$ cat config.mk
export PLATFORM = sky130hd
export DESIGN_NAME = tag_scrub_writer
export DESIGN_NICKNAME = d
export VERILOG_FILES = /design/src/rtl/qa_pkg.sv /design/src/rtl/tag_scrub_writer.sv
export SDC_FILE = /design/constraint.sdc
export NUM_CORES = 1
export LEC_CHECK = 0
export CAP_MARGIN = 30
export CELL_PAD_IN_SITES_DETAIL_PLACEMENT = 1
export CELL_PAD_IN_SITES_GLOBAL_PLACEMENT = 1
export CORE_ASPECT_RATIO = 1.4
export CORE_MARGIN = 2
export CORE_UTILIZATION = 36
export DETAILED_ROUTE_END_ITERATION = 7
export HOLD_SLACK_MARGIN = 0.15
export PLACE_DENSITY = 0.79
export SKIP_CTS_REPAIR_TIMING = 1
export SKIP_LAST_GASP = 1
export SLEW_MARGIN = 20
export SYNTH_ARGS = -nofsm -noshare
export SYNTH_HDL_FRONTEND = slang
export SYNTH_SLANG_ARGS = --single-unit
$ cat constraint.sdc
create_clock -name clk -period 2.4 [get_ports clk]
set_clock_uncertainty 0.2 [all_clocks]
set_input_delay 0.72 -clock clk [delete_from_list [all_inputs] [get_ports clk]]
set_output_delay 0.72 -clock clk [all_outputs]
set_load 0.005 [all_outputs]
$ cat src/rtl/qa_pkg.sv
// Shared constants for the tag-labelled store front end: geometry, tag
// encodings and the write-side state machine encoding.
package qa_pkg;

    localparam int QA_DEPTH  = 16;
    localparam int QA_IDX_W  = 4;
    localparam int QA_DATA_W = 3;

    localparam logic QA_TAG_L = 1'b0;
    localparam logic QA_TAG_H = 1'b1;

    localparam logic [1:0] QA_ST_INIT   = 2'd0;
    localparam logic [1:0] QA_ST_IDLE   = 2'd1;
    localparam logic [1:0] QA_ST_COMMIT = 2'd2;

    typedef enum logic [1:0] {
        ST_INIT   = QA_ST_INIT,
        ST_IDLE   = QA_ST_IDLE,
        ST_COMMIT = QA_ST_COMMIT
    } state_t;

endpackage

$ cat src/rtl/tag_scrub_writer.sv
// Write-side front end for the tag-labelled store. Same-tag requests become
// a single store write; a tag change becomes a scrub write (old tag, zero
// data) immediately followed by the commit write (new tag, new data), so an
// entry's data and tag never change in one store write. A shadow copy of all
// tags is kept and exported for read-side muxing.
// Optional build macro TAG_SCRUB_INIT_CLEAR_EN: after reset, sweep every
// entry to (tag L, data 0) before accepting requests.
module tag_scrub_writer
    import qa_pkg::*;
#(
    parameter int DEPTH  = QA_DEPTH,
    parameter int IDX_W  = QA_IDX_W,
    parameter int DATA_W = QA_DATA_W
) (
    input  logic              clk,
    input  logic              rst_n,
    input  logic              req_valid,
    output logic              req_ready,
    input  logic [IDX_W-1:0]  req_idx,
    input  logic              req_tag,
    input  logic [DATA_W-1:0] req_data,
    output logic              wr_en,
    output logic [IDX_W-1:0]  wr_idx,
    output logic              wr_tag,
    output logic [DATA_W-1:0] wr_data,
    output logic [DEPTH-1:0]  tags_q
);

`ifdef TAG_SCRUB_INIT_CLEAR_EN
    localparam state_t RESET_STATE = ST_INIT;
`else
    localparam state_t RESET_STATE = ST_IDLE;
`endif

    state_t              state_reg, state_next;
    logic                wr_en_reg, wr_en_next;
    logic [IDX_W-1:0]    wr_idx_reg, wr_idx_next;
    logic                wr_tag_reg, wr_tag_next;
    logic [DATA_W-1:0]   wr_data_reg, wr_data_next;
    logic [DEPTH-1:0]    tags_reg, tags_next;
    logic [IDX_W-1:0]    pend_idx_reg, pend_idx_next;
    logic                pend_tag_reg, pend_tag_next;
    logic [DATA_W-1:0]   pend_data_reg, pend_data_next;
`ifdef TAG_SCRUB_INIT_CLEAR_EN
    logic [IDX_W-1:0]    sweep_reg, sweep_next;
`endif
    logic                accept;
    logic                cur_tag;

    assign req_ready = (state_reg == ST_IDLE);
    assign accept    = req_valid && req_ready;
    assign cur_tag   = tags_reg[req_idx];

    // State register
    always_ff @(posedge clk or negedge rst_n) begin
        if (!rst_n) begin
            state_reg <= RESET_STATE;
        end else begin
            state_reg <= state_next;
        end
    end

    // Next-state and next-value logic for the write bank, shadow tags and pending request
    always_comb begin
        state_next     = state_reg;
        wr_en_next     = 1'b0;
        wr_idx_next    = wr_idx_reg;
        wr_tag_next    = wr_tag_reg;
        wr_data_next   = wr_data_reg;
        tags_next      = tags_reg;
        pend_idx_next  = pend_idx_reg;
        pend_tag_next  = pend_tag_reg;
        pend_data_next = pend_data_reg;
`ifdef TAG_SCRUB_INIT_CLEAR_EN
        sweep_next     = sweep_reg;
`endif
        case (state_reg)
            ST_IDLE: begin
                if (accept) begin
                    wr_en_next  = 1'b1;
                    wr_idx_next = req_idx;
                    if (req_tag == cur_tag) begin
                        wr_tag_next  = req_tag;
                        wr_data_next = req_data;
                    end else begin
                        // Scrub under the old tag first; the real data follows next cycle
                        wr_tag_next    = cur_tag;
                        wr_data_next   = '0;
                        pend_idx_next  = req_idx;
                        pend_tag_next  = req_tag;
                        pend_data_next = req_data;
                        state_next     = ST_COMMIT;
                    end
                end
            end
            ST_COMMIT: begin
                wr_en_next              = 1'b1;
                wr_idx_next             = pend_idx_reg;
                wr_tag_next             = pend_tag_reg;
                wr_data_next            = pend_data_reg;
                tags_next[pend_idx_reg] = pend_tag_reg;
                state_next              = ST_IDLE;
            end
`ifdef TAG_SCRUB_INIT_CLEAR_EN
            ST_INIT: begin
                wr_en_next   = 1'b1;
                wr_idx_next  = sweep_reg;
                wr_tag_next  = QA_TAG_L;
                wr_data_next = '0;
                sweep_next   = sweep_reg + 1'b1;
                if (sweep_reg == IDX_W'(DEPTH - 1)) begin
                    state_next = ST_IDLE;
                end
            end
`endif
            default: begin
                state_next = ST_IDLE;
            end
        endcase
    end

    // Output register bank, shadow tags and pending request
    always_ff @(posedge clk or negedge rst_n) begin
        if (!rst_n) begin
            wr_en_reg     <= 1'b0;
            wr_idx_reg    <= '0;
            wr_tag_reg    <= QA_TAG_L;
            wr_data_reg   <= '0;
            tags_reg      <= '0;
            pend_idx_reg  <= '0;
            pend_tag_reg  <= QA_TAG_L;
            pend_data_reg <= '0;
`ifdef TAG_SCRUB_INIT_CLEAR_EN
            sweep_reg     <= '0;
`endif
        end else begin
            wr_en_reg     <= wr_en_next;
            wr_idx_reg    <= wr_idx_next;
            wr_tag_reg    <= wr_tag_next;
            wr_data_reg   <= wr_data_next;
            tags_reg      <= tags_next;
            pend_idx_reg  <= pend_idx_next;
            pend_tag_reg  <= pend_tag_next;
            pend_data_reg <= pend_data_next;
`ifdef TAG_SCRUB_INIT_CLEAR_EN
            sweep_reg     <= sweep_next;
`endif
        end
    end

    assign wr_en   = wr_en_reg;
    assign wr_idx  = wr_idx_reg;
    assign wr_tag  = wr_tag_reg;
    assign wr_data = wr_data_reg;
    assign tags_q  = tags_reg;

endmodule

======== After elaboration in Yosys (flattened, before gate mapping) ========
Index checks and enable logic that the tools add are counted.
storage, ports and cells
  flip-flop bits (word level) ............. 35
  input port bits ......................... 11
  output and inout port bits .............. 26
  word-level logic and storage cells ...... 42
operators by class
  order comparisons ....................... 3
  equal/unequal tests ..................... 5
  mux-type cells .......................... 18
  bitwise logic cells ..................... 1
  reductions and logical operators ........ 6
operators with widths
  operator                                                                      count
  16-bit bitwise mux                                                            1
  4-bit by 5-bit less-than comparator with 1-bit output, second input constant  2
  4-bit case mux with 2 select lines                                            1
  2-bit 2-to-1 mux                                                              3
  3-bit 2-to-1 mux                                                              2
  3-bit case mux with 2 select lines                                            1
  1-bit 2-to-1 mux                                                              5
  1-bit binary-select mux with 4-bit select                                     1
  1-bit demux with 4-bit select                                                 1
  4-bit by 1-bit >= comparator with 1-bit output, second input constant         1
  4-bit 2-to-1 mux                                                              1
  1-bit case mux with 2 select lines                                            2
  2-bit AND reduction                                                           2
  3-bit AND reduction                                                           1
  2-bit by 1-bit equality test with 1-bit output, second input constant         1
  2-bit equality test, second input constant                                    1
  1-bit logical AND                                                             2
  2-bit by 1-bit inequality test with 1-bit output, second input constant       1
  2-bit inequality test, second input constant                                  1
  2-bit nonzero test                                                            1
  1-bit equality test                                                           1
  1-bit NOT                                                                     1

======== Logic depth before layout (Yosys ltp) ========
  depth in word-level cells ............... 6
  depth in mapped cells ................... 9
  depth with buffers taken out ............ 7

======== Least setup slack after synthesis ========
No wires, ideal clock.
  path kind ............................... input -> register
  start point ............................. in req_idx[0]
  end point ............................... reg pend_data_reg[1]
  setup time .............................. 125 ps
  arrival ................................. 2495 ps
  required time ........................... 2075 ps
  setup slack ............................. -420 ps
  stages on the path ...................... 8
  buffers on the path ..................... 2
  path through ............................ buf_6 mux4_1 mux2i_1 mux2i_1 ha_1 nand3b_1 buf_2 mux2_2
on the way
  cells in the longest elaborated chain, start to end .. 5
ends and longest elaborated chain
  item                                       line                     source
  from (decl)                                tag_scrub_writer.sv:19   input logic [IDX_W-1:0] req_idx,
  1-bit binary-select mux with 4-bit select  tag_scrub_writer.sv:52   assign cur_tag = tags_reg[req_idx];
  1-bit 2-to-1 mux (not written as such)     tag_scrub_writer.sv:52
  1-bit equality test                        tag_scrub_writer.sv:82   if (req_tag == cur_tag) begin
  1-bit NOT (no source line)                 -
  3-bit AND reduction (no source line)       -
  to (signal assigned)                       tag_scrub_writer.sv:144  pend_data_reg <= pend_data_next;
  to (decl)                                  tag_scrub_writer.sv:43   logic [DATA_W-1:0] pend_data_reg, pend_data_next;
Every way passes these cells. The select of a mux whose other input is x is not followed.
A chain may end at the register's enable or synchronous reset.

======== Worst setup path after layout ========
  start point ............................. in req_idx[0]
  end point ............................... reg pend_idx_reg[3]
on the way
  cells in the longest elaborated chain, start to end .. 5
ends and longest elaborated chain
  item                                       line                     source
  1-bit binary-select mux with 4-bit select  tag_scrub_writer.sv:52
  1-bit 2-to-1 mux (not written as such)     tag_scrub_writer.sv:52
  1-bit equality test                        tag_scrub_writer.sv:82
  1-bit NOT (no source line)                 -
  3-bit AND reduction (no source line)       -
  to (signal assigned)                       tag_scrub_writer.sv:142  pend_idx_reg <= pend_idx_next;
  to (decl)                                  tag_scrub_writer.sv:41   logic [IDX_W-1:0] pend_idx_reg, pend_idx_next;
Every way passes these cells. The select of a mux whose other input is x is not followed.

==> results.sh <==
export IMPL_path_clk_slew_ns=0.07
export IMPL_p_leak_nw=1.02
export IMPL_ff2ff_setup_slack_ns=-0.12
export IMPL_die_w_um=62.5
export IMPL_final_cell_mix="34 x dfrtp_1, 32 x clkdlybuf4s50_1, 23 x mux2_2"
export IMPL_ys_ff_latch=35
export IMPL_cts_sinks=35
export IMPL_final_common_cell="dfrtp_1"
export IMPL_viasPerCell=5.03
export IMPL_fmax_ghz=0.376
export IMPL_status="finished, violations left"
export IMPL_cts_root_buffer="clkbuf_8"
export IMPL_h_tree_depth=2
export IMPL_cp_end_kind="flop"
export IMPL_crit_fanout=6
export IMPL_r2r_end="pend_idx_reg[3]"
export IMPL_vias=1248
export IMPL_min_delay_start="wr_idx[0]"
export IMPL_grt_usage_pct=16.5
export IMPL_synthesis_nets=157
export IMPL_route_detailed_drc=0
export IMPL_core_area_mm2=0.00457
export IMPL_wl_per_cell_um=16.8
export IMPL_crit_type="in2reg"
export IMPL_layout_cells_non_filler=248
export IMPL_grt_pass1_vias=1301
export IMPL_rsz0062_at_grt="true"
export IMPL_largest_reg_flops=16
export IMPL_drt_iter0_drc=34
export IMPL_syn_to_final_growth_pct=33.9
export IMPL_grt_ovfl_total=0
export IMPL_synthesis_area_mm2=0.00173
export IMPL_start_util_pct=37.8
export IMPL_violations="negative setup slack"
export IMPL_cts_buffer_depth=2
export IMPL_drive_gt1_share_pct=29.6
export IMPL_antenna_found_initial=0
export IMPL_syn_inst=142
export IMPL_dp_hpwl_um=2980
export IMPL_holdWs_ns=0.289
export IMPL_routed_wl_um=4170
export IMPL_r2r_start="tags_q[7]"
export IMPL_clkLatencyLatePin_ns=0.29
export IMPL_die_area_mm2=0.00537
export IMPL_power_mw=2.60
export IMPL_ys_warn_count=0
export IMPL_insertedDiodeCount=0
export IMPL_fin_nets=201
export IMPL_hold_path_class="reg2reg"
export IMPL_ir_drop_v=0.000442
export IMPL_dr_pass1_iters=4
export IMPL_numCtsBuffers=5
export IMPL_min_to="wr_idx[0]"
export IMPL_ant_nets=0
export IMPL_synth_seq_area_share_pct=50.8
export IMPL_grt_max_degree=36
export IMPL_io_buffer_count=36
export IMPL_tightest_slew_ns=0.486
export IMPL_globalplace_congestion=0.758
export IMPL_r2r_cells=7
export IMPL_startpoint_type="primary input"
export IMPL_cap_violations=0
export IMPL_grt_first_pass_wirelength_um=6680
export IMPL_drv_slew=0
export IMPL_power_density_mw_per_mm2=1130
export IMPL_setup_ws_ns=-0.262
export IMPL_die_height_um=85.9
export IMPL_tritoncts="built"
export IMPL_fin_tns_setup_ns=-2.20
export IMPL_synth_distinct_cells=24
export IMPL_finalHoldViolations=0
export IMPL_final_min_clock_period_ns=2.66
export IMPL_holdPathStages=2
export IMPL_worstPathRequired_ns=2.37
export IMPL_io_pins=37
export IMPL_setup_viol=12
export IMPL_row_count=29
export IMPL_fin_crit_sh_pct=111
export IMPL_worstPathArrival_ns=2.64
export IMPL_post_place_cells=239
export IMPL_avgSynthCellArea_um2=12.2
export IMPL_relSlewSlack_pct=67.6
## how the worst max path moves through the flow
| stage | startpoint | end | slack (ns) |
|---|---|---|---|
| 5_1_grt | req_idx[0] | pend_idx_reg[3] | -0.32 |
| 6_report | req_idx[0] | pend_idx_reg[3] | -0.26 |
| 2_1_floorplan | req_idx[0] | pend_data_reg[1] | -0.32 |
| 4_1_cts | req_idx[0] | pend_idx_reg[1] | -0.83 |
| 3_3_place_gp | req_idx[0] | pend_idx_reg[3] | -1.01 |
| 3_5_place_dp | req_idx[0] | pend_idx_reg[1] | -1.10 |
## cells in the mapped netlist (all sizes together)
cell	number	area share [%]
nand2	13	2.8
mux2i	8	4.6
a21oi	1	0.29
o21ai	9	2.6
nor3	4	1.2
nor2b	1	0.36
a22oi	3	1.3
nor2	9	2.0
dfstp	1	1.5
o31ai	1	0.43
a21boi	1	0.43
nand3	2	0.58
mux4	4	6.1
nor3b	3	1.6
inv	3	0.65
clkbuf	1	0.22
nand3b	4	1.7
dfrtp	34	49
mux2	23	15
buf	9	3.0
nand2b	4	1.4
ha	4	2.9
## kinds of logic (layout without fill, tap and decap cells)
family	Yosys count	in the layout	share of synthesized area (%)
compound gates	15	15	5.07
fa+ha+maj	4	4	2.90
buf+inv	13	57	3.84
flops	35	35	50.8
mux	35	35	25.7
simple gates	40	40	11.7
## worst max-delay path: stages
cell and delay [ns]:
buf_12 0.09, mux4_2 0.51, mux2i_1 0.18, mux2i_1 0.13, ha_1 0.34, nand3b_1 0.23
buf_6 0.17, mux2_2 0.27
## power by group
group	switching (mW)	total (mW)	leakage [nW]	internal, mW
registers	0.280	1.12	0.453	0.837
logic	0.391	1.06	0.523	0.670
clock network	0.199	0.424	0.0470	0.225
## layout make-up
type	instances	area [µm²]
well taps	62	77.6
fillers	497	2260
multi-input cells	94	798
clock buffers	6	82.6
repair buffers	47	460
clock inverters	1	5.00
flip-flops and latches	35	877
inverters	3	11.3
## through the flow
| step | util [%] | setup WS [ns] | area [µm²] |
|---|---|---|---|
| final | 50.6 | -0.262 | 2310 |
| after global routing | 50.6 | -0.316 | 2310 |
| after CTS | 49.3 | -0.834 | 2250 |
| after detailed placement | 47.3 | -1.10 | 2160 |
| after global placement | 47.3 | -1.01 | 2160 |
| after floorplan | - | -0.320 | 1720 |
## layer usage
| layer | part of all wire (%) | track usage [%] |
|---|---|---|
| met1 | 39 | 19.1 |
| met2 | 53 | 27.8 |
| met3 | 4.3 | 5.38 |
| met4 | 3.5 | 7.27 |
| met5 | 0 | 0 |
Power figures use the tool's default switching activity.
